File: src/rtl/sync_fifo_param.sv
// Parameterised single-clock FIFO with occupancy flags, sticky overflow/underflow
// error flags, and a read port that is either registered or first-word-fall-through.
module sync_fifo_param #(
  parameter int unsigned DATA_W   = 8,
  parameter int unsigned DEPTH    = 16,
  parameter int unsigned AF_LEVEL = DEPTH - 2,
  parameter int unsigned AE_LEVEL = 2,
  parameter bit          FWFT     = 1'b0
) (
  input  logic                     clk,
  input  logic                     reset,
  input  logic                     w_enable,
  input  logic [DATA_W-1:0]        w_data,
  input  logic                     r_enable,
  input  logic                     clear_err,
  output logic [DATA_W-1:0]        r_data,
  output logic                     full,
  output logic                     empty,
  output logic                     almost_full,
  output logic                     almost_empty,
  output logic [$clog2(DEPTH):0]   count,
  output logic                     overflow,
  output logic                     underflow
);

  localparam int unsigned AW        = $clog2(DEPTH);
  localparam logic [AW:0] DEPTH_CNT = (AW+1)'(DEPTH);
  localparam logic [AW:0] AF_CNT    = (AW+1)'(AF_LEVEL);
  localparam logic [AW:0] AE_CNT    = (AW+1)'(AE_LEVEL);
  localparam logic [AW:0] PTR_ONE   = (AW+1)'(1);

  logic [DATA_W-1:0] mem [DEPTH];
  logic [AW:0]       w_ptr;
  logic [AW:0]       r_ptr;
  logic [AW-1:0]     w_idx;
  logic [AW-1:0]     r_idx;
  logic              rd_accept;
  logic              wr_accept;

  assign w_idx = w_ptr[AW-1:0];
  assign r_idx = r_ptr[AW-1:0];

  // The extra pointer MSB makes full and empty distinguishable: the wrapped
  // difference of the two pointers is the occupancy itself.
  assign count        = w_ptr - r_ptr;
  assign empty        = (count == '0);
  assign full         = (count == DEPTH_CNT);
  assign almost_full  = (count >= AF_CNT);
  assign almost_empty = (count <= AE_CNT);

  // A pop on a full FIFO frees a slot in the same cycle, so a concurrent push
  // is still accepted; on an empty FIFO the pop is refused and the push is not.
  assign rd_accept = r_enable && !empty;
  assign wr_accept = w_enable && (!full || rd_accept);

  always_ff @(posedge clk or posedge reset) begin
    if (reset) begin
      w_ptr <= '0;
      r_ptr <= '0;
    end else begin
      // NOTE: non-blocking updates let every block see pre-edge pointer values.
      if (wr_accept) w_ptr <= w_ptr + PTR_ONE;
      if (rd_accept) r_ptr <= r_ptr + PTR_ONE;
    end
  end

  // NOTE: storage is deliberately left without a reset; the pointers alone
  // define which entries are valid, and an unreset array maps onto RAM.
  always_ff @(posedge clk) begin
    if (wr_accept) mem[w_idx] <= w_data;
  end

  // Sticky error flags: a new rejection outranks a concurrent clear.
  always_ff @(posedge clk or posedge reset) begin
    if (reset) begin
      overflow  <= 1'b0;
      underflow <= 1'b0;
    end else begin
      overflow  <= (w_enable && !wr_accept) || (overflow  && !clear_err);
      underflow <= (r_enable && !rd_accept) || (underflow && !clear_err);
    end
  end

  generate
    if (FWFT) begin : g_fwft
      assign r_data = empty ? '0 : mem[r_idx];
    end else begin : g_registered
      // The array read sees the pre-edge contents, so a pop of a full FIFO
      // returns the old word even when the concurrent push hits the same slot.
      always_ff @(posedge clk or posedge reset) begin
        if (reset)          r_data <= '0;
        else if (rd_accept) r_data <= mem[r_idx];
      end
    end
  endgenerate

  a_count_bound : assert property (@(posedge clk) disable iff (reset)
    count <= DEPTH_CNT);

  a_full_not_empty : assert property (@(posedge clk) disable iff (reset)
    !(full && empty));

endmodule

File: config.mk
export PLATFORM = sky130hd
export DESIGN_NAME = sync_fifo_param
export DESIGN_NICKNAME = d
export VERILOG_FILES = /design/src/rtl/sync_fifo_param.sv
export SDC_FILE = /design/constraint.sdc
export NUM_CORES = 1
export LEC_CHECK = 0
export BUFFER_PORTS_ARGS = -buffer_cell sky130_fd_sc_hd__buf_2
export CORE_MARGIN = 2
export CORE_UTILIZATION = 45
export CTS_BUF_LIST = sky130_fd_sc_hd__clkbuf_8 sky130_fd_sc_hd__clkbuf_16
export CTS_CLUSTER_SIZE = 8
export DETAILED_ROUTE_END_ITERATION = 6
export PLACE_DENSITY = 0.62
export SLEW_MARGIN = 20
export SYNTH_ARGS = -nofsm -noshare
export SYNTH_HDL_FRONTEND = slang
export SYNTH_SLANG_ARGS = --single-unit
File: constraint.sdc
create_clock -name clk -period 8.3 [get_ports clk]
set_clock_uncertainty 0.1 [all_clocks]
set_input_delay 1.66 -clock clk [delete_from_list [all_inputs] [get_ports clk]]
set_output_delay 1.66 -clock clk [all_outputs]
set_load 0.03 [all_outputs]
==> results.md <==
* Synth Area in Simple Gates at 0.03910
* Largest net degree at the start of global routing at 37
* Int Pwr at 1847 µW
* HPWL Detailed at ~7500 µm
* # IOs at 32
* Wirelength, routed at 11960 µm
* GPL Wtd Cong at 0.7954
* DR WL/cell at 21.52 µm
* Pwr Density at just over 400 nW/µm²
* Leak at between 0.002 and 0.0025 µW
* Non-Filler Instances at 556
* Final nets at 390
* Share of cells above drive strength 1 at 0.3211
* Post-synth cell types at 36
* Syn_nets at 341
* Starting Density at 0.4554
* Gr usage total at 0.1843
* Max-Cap Viols at 0
* Diode count at 0
* Mapped cell area at 5983 µm²
* Core Rows at 42
* # setup viols final at 0
* Inst Count DP at 524
* Via count at 3050
* Post-CTS Setup Inserts at 0
* Area growth, synth to finish at 17.82%
* Place WS at around 3.5 ns
* Mux contribution to synthesized area at 0.1409
* Slew HR at 0.3211
* #FFs+latches synth at roughly 150
* Max Freq at 193.3 MHz
* DR DRC count at 0
* Max VDD drop at 0.1946 mV
* Clock tree buffer depth at 2
* Clock slew at reported path FFs at 0.06 ns
* DRT Pass-1 Iters at 5
* # resized after CTS at 0
* Net switching power at slightly above 1000 µW
* Compound-Gate Fraction of Synth Area at 0.03534
* Asr flop ratio synth at 0.1351
* Adder-cell share of the synthesized area at 0.02217
* Clock sink count at approximately 150
* Total grt overflow at 0
* Combinational share of power at 0.370
* Synth Flop Type: edfxtp_1
* Syn. warnings at 0
* Critical path class: flip-flop to primary output
* RSZ-0062 raised after global routing: false
* Startpoint Class: flip-flop
* Max-slew violations at 0
* CTS tree: yes
* Post-DRT Antenna Nets at 0
* CP Data Arrival Time at 3.41 ns
* Sequential share of the synthesized area at 0.7261
* Total power draw at 2882 µW
* Worst EP required at 6.54 ns
* Fillers at approximately 1100
* Post-synth EDFFs at roughly 130
* Final hold violation count at 0
* Post-Synth XOR/XNOR Area at 0.01882
* Iter 0 DRT Violations at 312
* Final min period at 5.174 ns
* Hold WS at 0.3886 ns
* Final period util at 0.6234
* Die area at 14230 µm²
* Setup TNS Final at 0 ns
* H-tree depth at 4
* Worst Hold Class: flip-flop to flip-flop
* Die Wd at 119.3 µm
* Sw frac at 0.3589
* # hold bufs at CTS at 0
* Main combinational cell family by area after synthesis: multiplexers
* Root Buffer: clkbuf_16
* Initial antenna violation count at 0
* Worst slew pin tran at 1.015 ns
* Avg Cell Area, Syn at 18.82 µm²
* Worst skew pair latency at 0.42 ns
* Cells after synthesis at 318
* Sequential power share at 0.357
* Vias in the first global route at 3235
* Vias per cell at 5.486
* Die Y at 119.3 µm
* First-pass GRT wire length at 18600 µm
* Buffers on Ports at 31
* Num CTS Buffers at 17
* Setup crit end kind: primary output
* Status: finished, final reports clean
* Core Footprint at 13140 µm²
* CP max FO at 20
* Clock power frac at 0.273
* Fin worst setup slack at between 3 and 4 ns
## worst max-delay path: stages (launching register included)
cell and delay, ns:
dfrtp_1 0.92, inv_1 0.15, ha_1 0.38, xnor2_1 0.40, nor2_1 0.10, mux2i_1 0.73, nor2_1 0.11, buf_2 0.22
## final cells by class
class                      count  area [µm²]  area share
sequential                   148        4345      0.6164
timing repair buffer          43       245.2     0.03479
clock inverter                13       163.9     0.02325
multi-input combinational    144        1573      0.2231
tap                          176       220.2     0.03124
inverter                      13       48.80    0.006922
clock buffer                  19       452.9     0.06425
## power by group through the flow
stage	combinational (µW)	clock, µW	sequential, µW
after floorplan	791	0	1020
after global placement	1040	0	1030
after detailed placement	1070	0	1040
after CTS	1070	800	1030
after global routing	1160	831	1040
final	1070	788	1030
## cells in the mapped netlist, drive strengths merged, types with 3 or more instances
library cell / n / area share
buf: 7 / 0.0056
clkbuf: 6 / 0.0038
dfrtp: 20 / 0.084
edfxtp: 128 / 0.64
ha: 9 / 0.019
inv: 13 / 0.0082
mux2: 10 / 0.019
mux4: 32 / 0.12
nand2: 11 / 0.0069
nand2b: 3 / 0.0031
nor2: 16 / 0.010
nor3: 11 / 0.0092
nor4: 4 / 0.0052
o21ai: 3 / 0.0044
o22ai: 16 / 0.017
xnor2: 9 / 0.013
xor2: 3 / 0.0056
## routing by layer
metal / part of all wire / wire length (µm) / track usage / up-vias
li1: - / - / - / 1368
met1: 0.43 / 5176 / 0.2428 / 1582
met2: 0.49 / 5856 / 0.2927 / 81
met3: 0.052 / 622 / 0.03975 / 19
met4: 0.026 / 308 / 0.09118 / 0
met5: 0 / 0 / 0 / -
## registers in the layout, indices dropped and copies added, names as in the netlist
register   cells
mem          128
r_data         8
r_ptr          5
w_ptr          5
overflow       1
underflow      1
## logic make-up (layout without fill, tap and decap cells)
logic type	count (synthesis)	after routing
xor gates and xnor gates	12	12
AOI/OAI and AO/OA	30	30
and+or+nand+nor	49	49
muxes	43	43
buffers and inverters	26	88
DFF	148	148
adders and majority gates	10	10
## worst paths after layout
| check | startpoint | end | slack, ns | cells after the start |
|---|---|---|---|---|
| max | r_ptr[2] | empty | 3.13 | 7 |
| min | r_ptr[4] | r_ptr[4] | 0.39 | 1 |
| max reg2reg | r_ptr[2] | mem[11][3] | 3.98 | 7 |
| min reg2reg | r_ptr[4] | r_ptr[4] | 0.39 | 1 |
| max in group asynchronous | reset | r_ptr[0] | 6.18 | 2 |
| min in group asynchronous | reset | r_data[6] | 1.33 | 2 |
## per-stage QoR
stage          utilization  cell area (µm²)
3_5_place_dp        0.4883             6415
5_1_grt             0.5366             7049
6_report            0.5366             7049
2_1_floorplan            -             5983
4_1_cts             0.5352             7032
3_3_place_gp        0.4876             6406
## cells in the final DEF (no fill, tap or decap), types with 12 or more instances in the layout
cell type / count
buf_2: 31
o22ai_1: 16
nor2_1: 16
dfrtp_1: 19
clkbuf_16: 17
edfxtp_1: 128
buf_4: 12
inv_1: 14
mux4_2: 32
Power figures use the tool's default switching activity.
